--- src/rtl/switch_event_if.sv ---
// Signal bundle between the debounced switch source and the event detector.
interface switch_event_if #(
    parameter int COUNT_WIDTH = 8
);
    logic                   i_Switch;
    logic                   o_Press;
    logic                   o_Release;
    logic                   o_Long;
    logic                   o_Repeat;
    logic                   o_Held;
    logic [COUNT_WIDTH-1:0] o_Count;

    modport slave (
        input  i_Switch,
        output o_Press, o_Release, o_Long, o_Repeat, o_Held, o_Count
    );

    modport master (
        output i_Switch,
        input  o_Press, o_Release, o_Long, o_Repeat, o_Held, o_Count
    );
endinterface

--- src/rtl/switch_event_detector.sv ---
// Turns a debounced switch level into press/release/long/repeat pulses
// and keeps a wrapping press counter. All outputs are registered.
module switch_event_detector #(
    parameter int LONG_LIMIT    = 12500000,
    parameter int REPEAT_PERIOD = 2500000,
    parameter int COUNT_WIDTH   = 8
) (
    input  logic           i_Clk,
    input  logic           i_Rst_L,
    switch_event_if.slave  bus
);
    typedef enum logic [1:0] {IDLE, PRESSED, LONG_HELD} state_t;

    // Terminal counts: hold counter is zeroed on the event edge, so the
    // pulse fires when it has reached limit-1.
    localparam logic [23:0] LONG_LAST = 24'(LONG_LIMIT - 1);
    localparam logic [23:0] REP_LAST  = 24'(REPEAT_PERIOD - 1);

    state_t                 state_q, state_d;
    logic                   prev_q;
    logic [23:0]            hold_q, hold_d;
    logic [COUNT_WIDTH-1:0] count_q, count_d;
    logic                   press_q, press_d;
    logic                   rel_q, rel_d;
    logic                   long_q, long_d;
    logic                   rep_q, rep_d;
    logic                   held_q;
    logic                   rise, fall;

    assign rise = bus.i_Switch & ~prev_q;
    assign fall = ~bus.i_Switch & prev_q;

    always_comb begin
        state_d = state_q;
        hold_d  = hold_q;
        count_d = count_q;
        press_d = 1'b0;
        rel_d   = 1'b0;
        long_d  = 1'b0;
        rep_d   = 1'b0;
        case (state_q)
            IDLE: begin
                if (rise) begin
                    state_d = PRESSED;
                    press_d = 1'b1;
                    count_d = count_q + 1'b1;
                    hold_d  = '0;
                end
            end
            PRESSED: begin
                // A fall takes priority over a coincident long-press.
                if (fall) begin
                    state_d = IDLE;
                    rel_d   = 1'b1;
                    hold_d  = '0;
                end else if (hold_q == LONG_LAST) begin
                    state_d = LONG_HELD;
                    long_d  = 1'b1;
                    hold_d  = '0;
                end else begin
                    hold_d = hold_q + 24'd1;
                end
            end
            LONG_HELD: begin
                if (fall) begin
                    state_d = IDLE;
                    rel_d   = 1'b1;
                    hold_d  = '0;
                end else if (hold_q == REP_LAST) begin
                    rep_d  = 1'b1;
                    hold_d = '0;
                end else begin
                    hold_d = hold_q + 24'd1;
                end
            end
            default: begin
                state_d = IDLE;
                hold_d  = '0;
            end
        endcase
    end

    always_ff @(posedge i_Clk) begin
        if (!i_Rst_L) begin
            state_q <= IDLE;
            prev_q  <= 1'b0;
            hold_q  <= '0;
            count_q <= '0;
            press_q <= 1'b0;
            rel_q   <= 1'b0;
            long_q  <= 1'b0;
            rep_q   <= 1'b0;
            held_q  <= 1'b0;
        end else begin
            state_q <= state_d;
            prev_q  <= bus.i_Switch;
            hold_q  <= hold_d;
            count_q <= count_d;
            press_q <= press_d;
            rel_q   <= rel_d;
            long_q  <= long_d;
            rep_q   <= rep_d;
            held_q  <= (state_d != IDLE);
        end
    end

    assign bus.o_Press   = press_q;
    assign bus.o_Release = rel_q;
    assign bus.o_Long    = long_q;
    assign bus.o_Repeat  = rep_q;
    assign bus.o_Held    = held_q;
    assign bus.o_Count   = count_q;
endmodule
--- src/flat_wrapper.sv ---
// flat-port wrapper written by rule: the top's interface ports become plain ports
module switch_event_detector_flat 
#(
    parameter int LONG_LIMIT    = 12500000,
    parameter int REPEAT_PERIOD = 2500000,
    parameter int COUNT_WIDTH   = 8
)
  (i_Clk, i_Rst_L, bus_i_Switch, bus_o_Press, bus_o_Release, bus_o_Long, bus_o_Repeat, bus_o_Held, bus_o_Count);
  switch_event_if #(.COUNT_WIDTH(COUNT_WIDTH)) bus_i ();
  input  logic i_Clk;
  input  logic i_Rst_L;
  input wire logic [$bits(bus_i.i_Switch)-1:0] bus_i_Switch;
  output wire logic [$bits(bus_i.o_Press)-1:0] bus_o_Press;
  output wire logic [$bits(bus_i.o_Release)-1:0] bus_o_Release;
  output wire logic [$bits(bus_i.o_Long)-1:0] bus_o_Long;
  output wire logic [$bits(bus_i.o_Repeat)-1:0] bus_o_Repeat;
  output wire logic [$bits(bus_i.o_Held)-1:0] bus_o_Held;
  output wire logic [$bits(bus_i.o_Count)-1:0] bus_o_Count;
  assign bus_i.i_Switch = bus_i_Switch;
  assign bus_o_Press = bus_i.o_Press;
  assign bus_o_Release = bus_i.o_Release;
  assign bus_o_Long = bus_i.o_Long;
  assign bus_o_Repeat = bus_i.o_Repeat;
  assign bus_o_Held = bus_i.o_Held;
  assign bus_o_Count = bus_i.o_Count;
  switch_event_detector #(.LONG_LIMIT(LONG_LIMIT), .REPEAT_PERIOD(REPEAT_PERIOD), .COUNT_WIDTH(COUNT_WIDTH)) u_core (.i_Clk(i_Clk), .i_Rst_L(i_Rst_L), .bus(bus_i));
endmodule
--- config.mk ---
export PLATFORM = sky130hd
export DESIGN_NAME = switch_event_detector_flat
export DESIGN_NICKNAME = d
export VERILOG_FILES = /design/src/rtl/switch_event_if.sv /design/src/rtl/switch_event_detector.sv /design/src/flat_wrapper.sv
export SDC_FILE = /design/constraint.sdc
export NUM_CORES = 1
export LEC_CHECK = 0
export ABC_CLOCK_PERIOD_IN_PS = 5420
export BUFFER_PORTS_ARGS = -buffer_cell sky130_fd_sc_hd__buf_2
export CORE_ASPECT_RATIO = 2
export CORE_MARGIN = 8
export CORE_UTILIZATION = 40
export DETAILED_ROUTE_END_ITERATION = 6
export PLACE_DENSITY_LB_ADDON = 0.3
export SLEW_MARGIN = 20
export SYNTH_ARGS = -nofsm -noshare
export SYNTH_HDL_FRONTEND = slang
export SYNTH_SLANG_ARGS = --single-unit
--- constraint.sdc ---
create_clock -name i_Clk -period 5.42 [get_ports i_Clk]
set_clock_uncertainty 0.2 [all_clocks]
set_input_delay 1.084 -clock i_Clk [delete_from_list [all_inputs] [get_ports i_Clk]]
set_output_delay 1.084 -clock i_Clk [all_outputs]
set_load 0.03 [all_outputs]
==> Yosys cells after proc, flatten, opt, wreduce, memory -nomap -nowiden <==
Cells that the tools add are included.
{ "word_totals": {"regBits": 40, "in_bits": 3, "out_inout_bits": 13, "wordCells": 46} }
{ "op_classes": {"add_sub_neg": 2, "eq_ne": 5, "muxes": 15, "n_bitwise": 7, "reduce_logical": 8} }
{ "op_table": {"columns": ["cell", "count"], "rows": [
  ["24-bit two-way mux", 5],
  ["24-bit case mux with 3 select lines", 1],
  ["24-bit by 1-bit adder with 24-bit output (second input constant)", 1],
  ["24-bit by 22-bit == test with 1-bit output (second input constant)", 1],
  ["24-bit == test (second input constant)", 1],
  ["8-bit by 1-bit adder with 8-bit output (second input constant)", 1],
  ["2-bit two-way mux", 4],
  ["2-bit case mux with 3 select lines", 1],
  ["2-bit AND reduction", 3],
  ["3-bit OR reduction", 2],
  ["1-bit NOT", 5],
  ["1-bit two-way mux", 4],
  ["1-bit bitwise AND", 2],
  ["2-bit by 1-bit == test with 1-bit output (second input constant)", 1],
  ["2-bit == test (second input constant)", 1],
  ["2-bit logical NOT", 1],
  ["2-bit by 1-bit inequality test with 1-bit output (second input constant)", 1],
  ["2-bit nonzero test", 1],
  ["2-bit OR reduction", 1]
]} }

==> Longest topological paths before layout <==
{ "depth": {"word_depth": 5, "mapped_depth": 8, "depth_no_buf": 7} }

==> Worst setup path before layout <==
OpenSTA, ideal clock, no wires.
{ "synth_timing": {"path_kind": "input to register", "from": "in bus_i_Switch", "to": "reg u_core.count_q[5], in the netlist u_core.bus.o_Count[5]", "setup_time_ns": 0.115, "t_arrival_ns": 2.095, "required_ns": 5.105, "path_slack_ns": 3.010, "path_stages": 7, "n_path_buf": 1, "path_cell_list": "nor2b_1 -> and2_1 -> buf_2 -> and4_1 -> nand3_1 -> xnor2_1 -> and2_1"} }
{ "synth_via": {"elab_chain_cells": 2} }
{ "synth_lines": {"columns": ["item", "line", "text"], "rows": [
  ["start: declaration", "flat_wrapper.sv:12", "input wire logic [$bits(bus_i.i_Switch)-1:0] bus_i_Switch;"],
  ["1-bit bitwise AND", "switch_event_detector.sv:30", "assign rise = bus.i_Switch & ~prev_q;"],
  ["2-bit AND reduction (no line)", null, null],
  ["end signal: assignment", "switch_event_detector.sv:98", "count_q <= count_d;"],
  ["end: declaration", "switch_event_detector.sv:22", "logic [COUNT_WIDTH-1:0] count_q, count_d;"]
]} }
No other way between the ends.
A chain may end at the register's enable or synchronous reset.

==> Final worst setup path <==
{ "layout_timing": {"from": "in bus_i_Switch", "to": "reg u_core.hold_q[16]"} }
{ "layout_via": {"elab_chain_cells": 4, "word_cells_on_any_way": 7, "cone_classes": "1 x eq/ne; 3 x mux; 3 x bitwise"} }
{ "layout_lines": {"columns": ["item", "line", "text"], "rows": [
  ["1-bit NOT", "switch_event_detector.sv:31", "assign fall = ~bus.i_Switch & prev_q;"],
  ["1-bit bitwise AND", "switch_event_detector.sv:31", null],
  ["24-bit two-way mux, on equally long branches", "switch_event_detector.sv:65, switch_event_detector.sv:52", null],
  ["24-bit case mux with 3 select lines", "switch_event_detector.sv:41", "case (state_q)"],
  ["end signal: assignment", "switch_event_detector.sv:97", "hold_q <= hold_d;"],
  ["end: declaration", "switch_event_detector.sv:21", "logic [23:0] hold_q, hold_d;"]
]} }
Several ways; a longest one is shown, not always the timed one.

==> results.py <==
metrics = {
    "floorplan": {
        "pin_count": 16,
        "dieArea_um2": 7580,
        "fp.dieW_um": 65.7,
        "initial_utilization_pct": 41.0,
        "die_h_um": 115,
        "core-area_um2": 4820,
        "row_count": 36,
    },
    "logic_synthesis": {
        "yosysSeqAreaShare_pct": 40.5,
        "syn_nets": 225,
        "ys_types": 49,
        "ys_async_sr_fraction_pct": 0,
        "ys_ff_latch": 40,
        "synth_commonest_cells": "40 x dfxtp_1, 26 x nor2_1, 16 x nand3_1",
        "synthFlopType": "dfxtp_1",
        "synthesis.area_um2": 1980,
        "yosysMostFrequentCell": "dfxtp_1",
        "synthCells": 216,
        "avgSynthCellArea_um2": 9.15,
        "synth_edf_count": 0,
        "synth_area_leaders": "dfxtp_1 41%, xnor2_1 5.8%, nor2_1 4.9%, xor2_1 4.9%, nand3_1 4.1%",
        "synth_warnings": 0,
        "synth_top_cell_area_share_pct": 40.5,
        "synth_top_area_cell": "dfxtp_1",
    },
    "outcome": {
        "status": "completed",
    },
    "placement": {
        "place_inst": 283,
        "io_buffers": 15,
        "place_congestion": 0.857,
        "dp_hpwl_mm": 3.32,
    },
    "timing": {
        "tns_ns": 0,
        "setup_viol": 0,
        "period_share_pct": 45.5,
        "max_freq_mhz": 406,
        "maxSlewViolCount": 0,
        "worst_pin_slew_ns": 0.476,
        "rsz0062_at_grt": "no",
        "slew_headroom_pct": 68.0,
        "hold_viol_final": 0,
        "fin_crit_ns": 2.47,
    },
    "clocking": {
        "cts_tree": "done",
        "cts.sinks": 40,
        "ctsResizeCount": 0,
        "cts_root_buffer": "clkbuf_8",
        "clkLatencyLatePin_ns": 0.29,
        "postCtsSetupBuffers": 0,
        "holdBufCountCts": 0,
        "htreeDepth": 2,
        "cts_buffers": 5,
        "cts_buffer_depth": 2,
        "cts.clk_slew.worst_paths_ns": 0.08,
    },
    "power": {
        "power_density_nw_per_um2": 271,
        "switching_power_mw": 0.143,
        "intPower_mw": 0.455,
        "leakagePower_nw": 0.820,
        "combPwrFrac_pct": 9.6,
        "power_frac_clock_pct": 39.5,
        "p_seq_share_pct": 50.8,
        "ir_drop_uv": 189,
        "swShare_pct": 23.9,
    },
    "global_route": {
        "grt_pass1_vias": 1582,
        "gr-total-overflow": 0,
        "grt_pass1_wl_mm": 7.26,
        "grtUsageTotal_pct": 12.0,
        "grt_start_max_net_pins": 20,
        "antenna_found_initial": 0,
    },
    "detailed_routing": {
        "route.detailed.drc": 0,
        "antenna_left": 0,
        "vias": 1616,
        "first_iter_violations": 63,
        "viasPerCell": 5.55,
        "wl_per_cell_um": 14.9,
        "wirelength_mm": 4.35,
        "dr.pass1.iters": 4,
    },
    "setup_path": {
        "path_max_fanout": 7,
        "cp-end-kind": "flop",
        "reg2reg_slack_ns": 3.20,
        "start_kind": "input port",
        "worstReg2RegStart": "u_core.hold_q[0]",
        "path_class": "in -> reg",
        "crit_arrival_ns": 2.46,
        "rr_endpoint": "u_core.hold_q[16]",
        "reg2reg_depth": 7,
        "required_ns": 5.41,
    },
    "job": {
        "drv_cap": 0,
    },
    "final_layout": {
        "drive_gt1_share_pct": 15.4,
        "fin_cells": 291,
        "area_delta_synth_final_pct": 11.6,
        "final_nets": 242,
        "antenna_cells": 0,
    },
    "min_path": {
        "whs_path_depth": 1,
        "min_to": "u_core.hold_q[1]",
        "hold_path_class": "reg -> reg",
        "worstHoldStart": "u_core.hold_q[1]",
    },
}
[per-stage QoR]
| step | instance area (um2) | power, mW | utilization, % | hold slack (ns) | worst slack, ns |
|---|---|---|---|---|---|
| finish | 2210 | 0.598 | 45.8 | 0.302 | 2.95 |
| global route | 2210 | 0.624 | 45.8 | 0.341 | 2.84 |
| CTS | 2210 | 0.609 | 45.8 | 0.310 | 2.96 |
| detailed placement | 2100 | 0.369 | 43.6 | 0.291 | 2.66 |
| global placement | 2100 | 0.368 | 43.6 | 0.281 | 2.71 |
| floorplan | 1980 | 0.356 | - | 0.267 | 3.01 |
[cell families after synthesis]
logic type,count (synthesis),share of synthesized area (%)
simple gates,113,32.8
flops,40,40.5
xor+xnor,24,10.6
compound gates,21,9.37
buf+inv,11,2.34
fa+ha+maj,6,3.80
mux,1,0.506
[flip-flops by register name (all words and copies together), names as in the netlist]
register / count
u_core.bus.o_Release: 1
u_core.hold_q: 24
u_core.prev_q: 1
u_core.bus.o_Count: 8
u_core.state_q: 2
u_core.bus.o_Long: 1
u_core.bus.o_Held: 1
u_core.bus.o_Repeat: 1
u_core.bus.o_Press: 1
[final cells by class]
class                      instances  area (um2)
clock buffer                       6        72.6
clock inverter                     2        35.0
fill                             491        2610
inverter                           6        22.5
multi-input combinational        165        1130
sequential                        40         801
tap                               57        71.3
timing repair buffer              15        75.1
[how the worst max path moves through the flow]
stage | slack, ns | end | from
after global placement | 2.71 | u_core.hold_q[16] | bus_i_Switch
final | 2.95 | u_core.hold_q[16] | bus_i_Switch
after global routing | 2.84 | u_core.hold_q[16] | bus_i_Switch
after floorplan | 3.01 | u_core.bus.o_Count[5] | bus_i_Switch
after CTS | 2.96 | u_core.hold_q[16] | bus_i_Switch
after detailed placement | 2.66 | u_core.hold_q[20] | bus_i_Switch
[layout by cell type (no fill, tap or decap), types with 2 or more instances in the layout]
master     n
dfxtp_1   40
nor2_1    26
nand3_1   16
buf_2     15
nand2_1   14
xnor2_1   13
and2_1    12
xor2_1    11
and3_1     7
inv_1      6
nand4_1    6
ha_1       6
o21ai_0    5
nor3_1     5
clkbuf_8   5
and4_1     4
nor4_1     3
nand2b_1   3
nor2b_1    2
nor3b_1    2
a211oi_1   2
a21oi_1    2
[routing by layer]
metal  track usage, %  part of all wire (%)  up-vias
met4             8.50                   4.4        0
met2             22.7                    55       30
li1                 -                     -      788
met1             10.7                    38      782
met3             2.23                   3.2       16
met5                0                     0        -
[power groups by stage]
stage	clock, mW	sequential, mW	combinational, mW
floorplan	0	0.317	0.0386
CTS	0.247	0.304	0.0585
finish	0.236	0.304	0.0576
global placement	0	0.311	0.0577
global route	0.256	0.305	0.0642
detailed placement	0	0.311	0.0583
[critical path, cell delays in order]
cell and delay (ns):
buf_2 0.14, nand2b_1 0.22, and2_1 0.21, o21ai_2 0.09, a21oi_4 0.31, nand2_2 0.15
o311ai_2 0.26
Power figures use the tool's default switching activity.
